**src/rtl/dmem_access_unit_pkg.sv**
```systemverilog
// Shared types for the MEM-stage data-memory access unit: the control unit's
// memory-operation encoding and the access FSM state encoding.
package dmem_access_unit_pkg;

    typedef enum logic [1:0] {
        MEM_NOP = 2'd0,
        MEM_LW  = 2'd1,
        MEM_SW  = 2'd2
    } mem_op_t;

    typedef enum logic [1:0] {
        IDLE     = 2'd0,
        REQ      = 2'd1,
        WAIT_RSP = 2'd2,
        DONE     = 2'd3
    } dmem_state_t;

    // A word access is legal only when the two byte-offset bits are zero.
    function automatic logic is_word_aligned(input logic [1:0] byte_off);
        return (byte_off == 2'b00);
    endfunction

endpackage

```
**src/rtl/dmem_access_unit_if.sv**
```systemverilog
// Valid/ready request plus valid-only response bus between the access unit
// (master) and the data memory (slave).
interface dmem_access_unit_if #(
    parameter int ADDR_W = 32,
    parameter int DATA_W = 32
);
    logic              req_valid;
    logic              req_ready;
    logic              req_write;
    logic [ADDR_W-1:0] req_addr;
    logic [DATA_W-1:0] req_wdata;
    logic              rsp_valid;
    logic [DATA_W-1:0] rsp_rdata;

    modport master (
        output req_valid,
        output req_write,
        output req_addr,
        output req_wdata,
        input  req_ready,
        input  rsp_valid,
        input  rsp_rdata
    );

    modport slave (
        input  req_valid,
        input  req_write,
        input  req_addr,
        input  req_wdata,
        output req_ready,
        output rsp_valid,
        output rsp_rdata
    );
endinterface

```
**src/rtl/dmem_access_unit.sv**
```systemverilog
// MEM-stage data-memory access unit: turns LW/SW controls into one bus
// transaction per instruction and stalls the pipeline until it retires.
module dmem_access_unit
    import dmem_access_unit_pkg::*;
#(
    parameter int ADDR_W = 32,
    parameter int DATA_W = 32
) (
    input  logic                 clk,
    input  logic                 rst,
    input  logic                 mem_do_read_ctrl,
    input  logic                 mem_do_write_ctrl,
    input  mem_op_t              mem_ctrl,
    input  logic [ADDR_W-1:0]    addr_in,
    input  logic [DATA_W-1:0]    wdata_in,
    output logic                 stall_out,
    output logic [DATA_W-1:0]    rdata_out,
    output logic                 ld_done,
    output logic                 misalign_fault,
    dmem_access_unit_if.master   bus
);

    dmem_state_t       state_reg, state_next;
    logic [ADDR_W-1:0] addr_reg, addr_next;
    logic [DATA_W-1:0] wdata_reg, wdata_next;
    logic [DATA_W-1:0] rdata_reg, rdata_next;
    logic              write_reg, write_next;
    logic              fault_reg, fault_next;

    logic launch_ld;
    logic launch_st;
    logic launch;
    logic aligned;

    // Store wins when both flags claim a launch.
    assign launch_st = mem_do_write_ctrl && (mem_ctrl == MEM_SW);
    assign launch_ld = !launch_st && mem_do_read_ctrl && (mem_ctrl == MEM_LW);
    assign launch    = launch_st || launch_ld;
    assign aligned   = is_word_aligned(addr_in[1:0]);

    always_ff @(posedge clk or posedge rst) begin
        if (rst) begin
            state_reg <= IDLE;
            addr_reg  <= '0;
            wdata_reg <= '0;
            rdata_reg <= '0;
            write_reg <= 1'b0;
            fault_reg <= 1'b0;
        end else begin
            state_reg <= state_next;
            addr_reg  <= addr_next;
            wdata_reg <= wdata_next;
            rdata_reg <= rdata_next;
            write_reg <= write_next;
            fault_reg <= fault_next;
        end
    end

    always_comb begin
        state_next = state_reg;
        addr_next  = addr_reg;
        wdata_next = wdata_reg;
        rdata_next = rdata_reg;
        write_next = write_reg;
        fault_next = fault_reg;
        unique case (state_reg)
            IDLE: begin
                if (launch) begin
                    write_next = launch_st;
                    fault_next = !aligned;
                    if (aligned) begin
                        addr_next  = {addr_in[ADDR_W-1:2], 2'b00};
                        wdata_next = wdata_in;
                        state_next = REQ;
                    end else begin
                        // A dropped load still retires, with a zero result.
                        if (launch_ld) begin
                            rdata_next = '0;
                        end
                        state_next = DONE;
                    end
                end
            end
            REQ: begin
                if (bus.req_ready) begin
                    state_next = write_reg ? DONE : WAIT_RSP;
                end
            end
            WAIT_RSP: begin
                if (bus.rsp_valid) begin
                    rdata_next = bus.rsp_rdata;
                    state_next = DONE;
                end
            end
            DONE: begin
                // The instruction advances this cycle; never relaunch it.
                state_next = IDLE;
            end
            default: state_next = IDLE;
        endcase
    end

    assign bus.req_valid = (state_reg == REQ);
    assign bus.req_write = write_reg;
    assign bus.req_addr  = addr_reg;
    assign bus.req_wdata = wdata_reg;

    assign rdata_out      = rdata_reg;
    assign ld_done        = (state_reg == DONE) && !write_reg;
    assign misalign_fault = (state_reg == DONE) && fault_reg;

    // Gated by rst so the pipeline is released while the unit is held in reset.
    assign stall_out = !rst && (((state_reg == IDLE) && launch) ||
                                (state_reg == REQ) || (state_reg == WAIT_RSP));

    a_req_stable: assert property (@(posedge clk) disable iff (rst)
        (bus.req_valid && !bus.req_ready) |=>
            ($stable(bus.req_addr) && $stable(bus.req_wdata) && $stable(bus.req_write)));

    a_pulse_in_done: assert property (@(posedge clk) disable iff (rst)
        (ld_done || misalign_fault) |-> (state_reg == DONE));

endmodule

```
**src/flat_wrapper.sv**
```systemverilog
// flat-port wrapper written by rule: the top's interface ports become plain ports
module dmem_access_unit_flat import dmem_access_unit_pkg::*;
#(
    parameter int ADDR_W = 32,
    parameter int DATA_W = 32
)
  (clk, rst, mem_do_read_ctrl, mem_do_write_ctrl, mem_ctrl, addr_in, wdata_in, stall_out, rdata_out, ld_done, misalign_fault, bus_req_valid, bus_req_write, bus_req_addr, bus_req_wdata, bus_req_ready, bus_rsp_valid, bus_rsp_rdata);
  dmem_access_unit_if #(.ADDR_W(ADDR_W), .DATA_W(DATA_W)) bus_i ();
  input  logic clk;
  input  logic rst;
  input  logic mem_do_read_ctrl;
  input  logic mem_do_write_ctrl;
  input  mem_op_t mem_ctrl;
  input  logic [ADDR_W-1:0] addr_in;
  input  logic [DATA_W-1:0] wdata_in;
  output logic stall_out;
  output logic [DATA_W-1:0] rdata_out;
  output logic ld_done;
  output logic misalign_fault;
  output wire logic [$bits(bus_i.req_valid)-1:0] bus_req_valid;
  output wire logic [$bits(bus_i.req_write)-1:0] bus_req_write;
  output wire logic [$bits(bus_i.req_addr)-1:0] bus_req_addr;
  output wire logic [$bits(bus_i.req_wdata)-1:0] bus_req_wdata;
  input wire logic [$bits(bus_i.req_ready)-1:0] bus_req_ready;
  input wire logic [$bits(bus_i.rsp_valid)-1:0] bus_rsp_valid;
  input wire logic [$bits(bus_i.rsp_rdata)-1:0] bus_rsp_rdata;
  assign bus_req_valid = bus_i.req_valid;
  assign bus_req_write = bus_i.req_write;
  assign bus_req_addr = bus_i.req_addr;
  assign bus_req_wdata = bus_i.req_wdata;
  assign bus_i.req_ready = bus_req_ready;
  assign bus_i.rsp_valid = bus_rsp_valid;
  assign bus_i.rsp_rdata = bus_rsp_rdata;
  dmem_access_unit #(.ADDR_W(ADDR_W), .DATA_W(DATA_W)) u_core (.clk(clk), .rst(rst), .mem_do_read_ctrl(mem_do_read_ctrl), .mem_do_write_ctrl(mem_do_write_ctrl), .mem_ctrl(mem_ctrl), .addr_in(addr_in), .wdata_in(wdata_in), .stall_out(stall_out), .rdata_out(rdata_out), .ld_done(ld_done), .misalign_fault(misalign_fault), .bus(bus_i));
endmodule
```
**config.mk**
```make
export PLATFORM = sky130hd
export DESIGN_NAME = dmem_access_unit_flat
export DESIGN_NICKNAME = d
export VERILOG_FILES = /design/src/rtl/dmem_access_unit_pkg.sv /design/src/rtl/dmem_access_unit_if.sv /design/src/rtl/dmem_access_unit.sv /design/src/flat_wrapper.sv
export SDC_FILE = /design/constraint.sdc
export NUM_CORES = 1
export LEC_CHECK = 0
export ABC_AREA = 1
export BUFFER_PORTS_ARGS = -buffer_cell sky130_fd_sc_hd__buf_4
export CORE_UTILIZATION = 28
export DETAILED_ROUTE_END_ITERATION = 10
export PLACE_DENSITY = 0.57
export SYNTH_ARGS = -nofsm -noshare
export SYNTH_HDL_FRONTEND = slang
export SYNTH_SLANG_ARGS = --single-unit
```
**constraint.sdc**
```tcl
create_clock -name clk -period 4.01 [get_ports clk]
set_input_delay 0.401 -clock clk [delete_from_list [all_inputs] [get_ports clk]]
set_output_delay 0.401 -clock clk [all_outputs]
set_load 0.005 [all_outputs]
```
==> results of run 1 <==
## layout make-up
cell class              instances  area [µm²]
multi-input cells             357        1540
inverters                      47         179
clock inverters                 6        88.8
flip-flops and latches         98        2450
repair buffers                207        1550
fillers                      1518        8920
clock buffers                  10         239
well taps                     188         235
## through the flow
stage          power [W]  std cells  area, µm²  setup WS (ps)  hold WS (ps)
2_1_floorplan    0.00263        535       4350           1050           465
3_5_place_dp     0.00366        897       5960           1420           459
4_1_cts          0.00463        913       6290           1420           267
6_report         0.00455        913       6290           1440           222
3_3_place_gp     0.00360        897       5960           1580           454
5_1_grt          0.00492        913       6290           1200           274
## worst max-delay path: stages (launching register included)
cell and delay, ps:
dfrtp_1 410, inv_1 120, ha_1 210, buf_4 230
nand2_1 120, o21a_2 560, nand2_2 530, nand2_1 190
nand2_1 70
## synthesized netlist by cell type
| master | instances | area share, % |
|---|---|---|
| dfrtp_1 | 98 | 56 |
| nand3_1 | 101 | 12 |
| a21boi_0 | 1 | 0.17 |
| nand2_2 | 3 | 0.43 |
| inv_2 | 1 | 0.086 |
| nand2_1 | 237 | 20 |
| buf_2 | 25 | 2.9 |
| nor2_1 | 3 | 0.26 |
| o21ai_0 | 2 | 0.23 |
| ha_1 | 5 | 1.4 |
| nor2_4 | 1 | 0.26 |
| a21oi_1 | 1 | 0.11 |
| inv_1 | 46 | 4.0 |
| buf_4 | 8 | 1.4 |
| o21a_2 | 1 | 0.20 |
| conb_1 | 1 | 0.086 |
## routing by layer
metal,track usage [%],vias to the layer above
li1,-,2014
met1,19.7,1897
met2,24.5,149
met3,3.75,22
met4,8.08,0
met5,0,-
## final timing paths
path / startpoint / end / slack (ps) / cells past startpoint
max: u_core.state_reg[0] / u_core.rdata_out[29] / 1440 / 8
min reg2reg: u_core.bus.req_wdata[3] / u_core.bus.req_wdata[3] / 470 / 2
max in group asynchronous: rst / u_core.bus.req_wdata[16] / 2840 / 3
min in group clk: wdata_in[11] / u_core.bus.req_wdata[11] / 290 / 3
min: rst / u_core.rdata_out[18] / 220 / 2
max reg2reg: u_core.state_reg[0] / u_core.rdata_out[29] / 1440 / 8
## power breakdown
group / total, W / internal (W) / leakage (nW) / switching (W)
combinational: 0.00188 / 0.000914 / 2.34 / 0.000966
clock: 0.000949 / 0.000565 / 0.155 / 0.000384
sequential: 0.00173 / 0.00145 / 1.27 / 0.000272
total: 0.00455 / 0.00293 / 3.77 / 0.00162
## kinds of logic after synthesis
logic type	after synthesis
simple gates	345
flops	98
buf+inv	80
compound gates	5
fa+ha+maj	5
other cells	1
==> impl_results.md, run 1 <==
* Tmin final at 2570 ps
* Initial antenna violation count at 0
* Core area at 0.0152 mm²
* DR top layer: met4
* Routed WL per cell at 13.1 µm
* Hpwl dp at 8310 µm
* Largest family of logic cells by synthesized area: simple AND/OR/NAND/NOR gates
* Post-cts hold buffer count at 0
* Gpl congestion at 0.788
* MaxCap Viol Count at 0
* Via-per-instance ratio at 4.47
* CP Max Fanout at 35
* Clk buf depth at 2
* Met3 WL at 728 µm
* H-tree Lvls at 3
* Number of I/O port buffers at 202
* Post-Synth Simple-Gate Area at 33.0%
* Synth Area in XOR/XNOR at 0%
* Diode count at 0
* Reg clk slew, reported paths at 70 ps
* Worst path arrival time at 2810 ps
* Layout cells sized above 1 at 31.7%
* CP Capture Type: flip-flop
* Worst Hold Class: in2async
* Starting DRT DRC Count at 193
* Grt ovf at 0
* Post-CTS sizing at 0
* CTS sink count at 98
* Seq/Total Area, Yosys at 56.4%
* Ys Warns at 0
* Commonest non-fill, non-tap cell in the layout: nand2_1
* Critical path type: reg2reg
* Vias in the first global route at 3948
* Post-Syn Area at 0.00435 mm²
* Die W at 127 µm
* PwrDens at 725 mW/mm²
* Adder-Cell Fraction of Synth Area at 1.44%
* Final Hold Vio Count at 0
* Routed length on met1 at 5290 µm
* Post-layout util at 41.3%
* Metal2 WL at 5600 µm
* Syn Area/Cell at 8.14 µm²
* TritonCTS buffer count at 9
* Die Y at 127 µm
* Most frequent cells in the layout: 237 x nand2_1, 207 x buf_4, 101 x nand3_1, 98 x dfrtp_1, 45 x inv_1
* Worst-skew pair later-pin latency at 340 ps
* Die area at 0.0160 mm²
* Outcome: complete, no violations
* CTS tree: yes
* Yosys reg bits at 98
* Area fraction in compound gates after synthesis at 0.719%
* CTS root buf: clkbuf_16
* Synth cell types at 16
* Final Max Slew Viols at 0
* Vias at 4082
* CP required at 4240 ps
* Pin count of the biggest net entering global routing at 67
* Final WL at 11900 µm
* Element type at the critical path start: flip-flop
* Routed Antenna Nets at 0
* Area growth from synthesis to layout at 44.6%
* Clock skew at 6.02 ps
* Gr usage total at 15.5%
* Io pins at 205
* Global-route wire length before repair at 19500 µm
* Mux cell area share after synthesis at 0%
* Pleak at 3.77 nW
* Worst slew pin tran at 1160 ps
* Fmax at 389 MHz
* Max VDD drop at 268 µV
* Gate Count Post-Synth at 534
* Final nets at 829
* Initial cell density of the core at 28.6%
* # setup viols final at 0
* Postcts setup bufs at 0
* Placement row count at 45
* Setup TNS at 0 ps
* 1st-pass router iterations at 4
* RSZ-0062 raised after global routing: false
* Residual DRC at 0
* Tcrit/Tclk final at 64.1%
* Max-slew headroom at 22.3%
No activity file was read; power rests on OpenSTA's default activity.
==> run 2: changes to the inputs <==
Settings changed: PLACE_DENSITY 0.57 to 0.59.
Clock period 4.01 ns to 2.3 ns, I/O delays scaled along.
==> run 2 against run 1 <==
Register-to-register slack got worse by 870 ps. Final cell count grew 0.77%. Clock-buffer cell count up 1. Sequential cell count unchanged. Global-route usage increased by 0.074 points. Design area up 0.56%. Combinational power up 81%. Total power rose by 71%. Die area did not move. Critical endpoint is now stall_out. Largest cell class unchanged.
==> impl_results.md, run 2 (synthesized netlist as in run 1, its figures left out) <==
* Outcome: complete, no violations
* Buffers plus inverters on the worst setup path at 2 (unchanged)
* Max-slew headroom at 58.6% (+36 points)
* Element type at the critical path start: flip-flop
* Layout cells sized above 1 at 32.0% (+0.24 points)
* Most frequent cells in the layout: 237 x nand2_1, 211 x buf_4, 101 x nand3_1, 98 x dfrtp_1, 45 x inv_1
* Hpwl dp at 8620 µm (+3.8%)
* # setup viols final at 0 (unchanged)
* Pin count of the biggest net entering global routing at 39 (-42%)
* Reg power frac at 38.6% (+0.7 points)
* Layout Cells excl Fill at 920 (+0.77%)
* Clock network fraction of design power at 17.7% (-3.1 points)
* Cells along the critical path: inv_1 > ha_1 > nand2_1 > a21oi_1 > buf_4
* Vias in the first global route at 3684 (-6.7%)
* Postcts setup bufs at 0 (unchanged)
* Via-per-instance ratio at 4.32 (-3.4%)
* Tcrit/Tclk final at 81.3%
* CTS sink count at 98 (unchanged)
* CP Max Fanout at 5 (-86%)
* Max stage delay on crit path at 430 ps (-130 ps)
* Worst-skew pair later-pin latency at 350 ps (about the same)
* Gr usage total at 15.6% (+0.074 points)
* R2R Setup Slk at 570 ps (-870 ps)
* Final nets at 837 (+0.97%)
* Vias at 3975 (-2.6%)
* Core area at 0.0152 mm² (unchanged)
* Area growth from synthesis to layout at 45.4%
* Worst slew pin tran at 620 ps (-542 ps)
* Setup ws final at 431 ps (-1010 ps)
* Reg clk slew, reported paths at 70 ps (about the same)
* Sw Share at 36.5% (+0.87 points)
* Post-CTS sizing at 0 (unchanged)
* Slowest stage cell, crit path: dfrtp_1
* Io pins at 205 (unchanged)
* Max VDD drop at 377 µV (+41%)
* Number of I/O port buffers at 202 (unchanged)
* Initial antenna violation count at 0 (unchanged)
* CP required at 2070 ps (-2170 ps)
* RSZ-0062 raised after global routing: false
* Placed Cells at 904 (+0.78%)
* Die W at 127 µm (unchanged)
* CTS root buf: clkbuf_16
* P_sw at 0.00284 W (+75%)
* Gpl congestion at 0.718 (-8.9%)
* Initial cell density of the core at 28.6% (unchanged)
* Starting DRT DRC Count at 177 (-8.3%)
* TritonCTS buffer count at 9 (unchanged)
* Post-layout util at 41.6% (+0.23 points)
* Commonest non-fill, non-tap cell in the layout: nand2_1
* Residual DRC at 0 (unchanged)
* Placement row count at 45 (unchanged)
* Grt ovf at 0 (unchanged)
* Post-cts hold buffer count at 1 (+1)
* Clock skew at 10.5 ps (+4.47 ps)
* Pleak at 3.78 nW (+0.38%)
* Routed Antenna Nets at 0 (unchanged)
* Final WL at 12300 µm (+3.2%)
* Global-route wire length before repair at 19400 µm (-0.78%)
* Worst Hold Class: in2reg
* Cell family with most CP delay: flip-flops
* Setup TNS at 0 ps (unchanged)
* Worst path arrival time at 1640 ps (-1170 ps)
* FILL cells at 1547 (+1.9%)
* CP Capture Type: output port
* Clk buf depth at 2 (unchanged)
* PwrDens at 1230 mW/mm² (+70%)
* CTS tree: yes
* Final Max Slew Viols at 0 (unchanged)
* Tmin final at 1870 ps
* Critical path type: reg2out
* Diode count at 0 (unchanged)
* Comb pwr share at 43.8% (+2.5 points)
* Fmax at 535 MHz
* 1st-pass router iterations at 4 (unchanged)
* H-tree Lvls at 3 (unchanged)
* Die area at 0.0160 mm² (unchanged)
* MaxCap Viol Count at 0 (unchanged)
* Die Y at 127 µm (unchanged)
* Power Internal at 0.00495 W (+69%)
* Final Hold Vio Count at 0 (unchanged)
* Worst slack at placement at 576 ps (-846 ps)
* Routed WL per cell at 13.4 µm (+2.4%)
run 2: changes by cell type in the layout (fill, tap and decap cells not counted), sizes merged:
cell	change
buf	+7
bufinv	-2
clkbuf	+1
clkinvlp	+1
dlygate4sd3	+1
inv	-1
run 2: power groups by stage:
stage	sequential [W]	clock, W	combinational [W]
6_report	0.00300	0.00138	0.00341
3_5_place_dp	0.00302	0	0.00347
4_1_cts	0.00301	0.00143	0.00347
5_1_grt	0.00309	0.00151	0.00385
2_1_floorplan	0.00305	0	0.00153
3_3_place_gp	0.00302	0	0.00343
run 2: cell type report:
type                            count  area [µm²]  area share [%]
Inverter                           47         180            2.85
Tap cell                          188         235            3.72
Clock buffer                       11         233            3.68
Clock inverter                      4        28.8           0.455
Multi-Input combinational cell    357        1540            24.3
Sequential cell                    98        2450            38.8
Timing Repair Buffer              215        1650            26.2
run 2: worst min-delay path: cells and delay by family:
| family | cells | cell delay [ps] |
|---|---|---|
| buffers and inverters | 1 | 80 |
| and+or+nand+nor | 2 | 120 |
run 2: path summary, 6_finish.rpt:
kind                                          startpoint                        to  cells after the start
worst max-delay path                 u_core.state_reg[0]                 stall_out                      5
worst min-delay path                         addr_in[26]   u_core.bus.req_addr[26]                      3
worst max register to register       u_core.state_reg[0]   u_core.bus.req_addr[10]                      7
worst min register to register  u_core.bus.req_wdata[13]  u_core.bus.req_wdata[13]                      2
max in group asynchronous                            rst       u_core.state_reg[1]                      4
min in group asynchronous                            rst          u_core.fault_reg                      3
run 2: per-layer routing:
metal	global-route usage (%)	share of wire (%)
met3	4.18	7.1
met1	21.1	47
met5	0	0
met2	23.4	43
met4	6.73	2.0
run 2: per-stage QoR:
stage | cell area, µm² | hold slack, ps | total power, W
floorplan | 4360 | 375 | 0.00458
CTS | 6320 | 94.1 | 0.00791
global route | 6320 | 96.0 | 0.00846
global placement | 6050 | 350 | 0.00645
finish | 6320 | 106 | 0.00779
detailed placement | 6050 | 349 | 0.00649
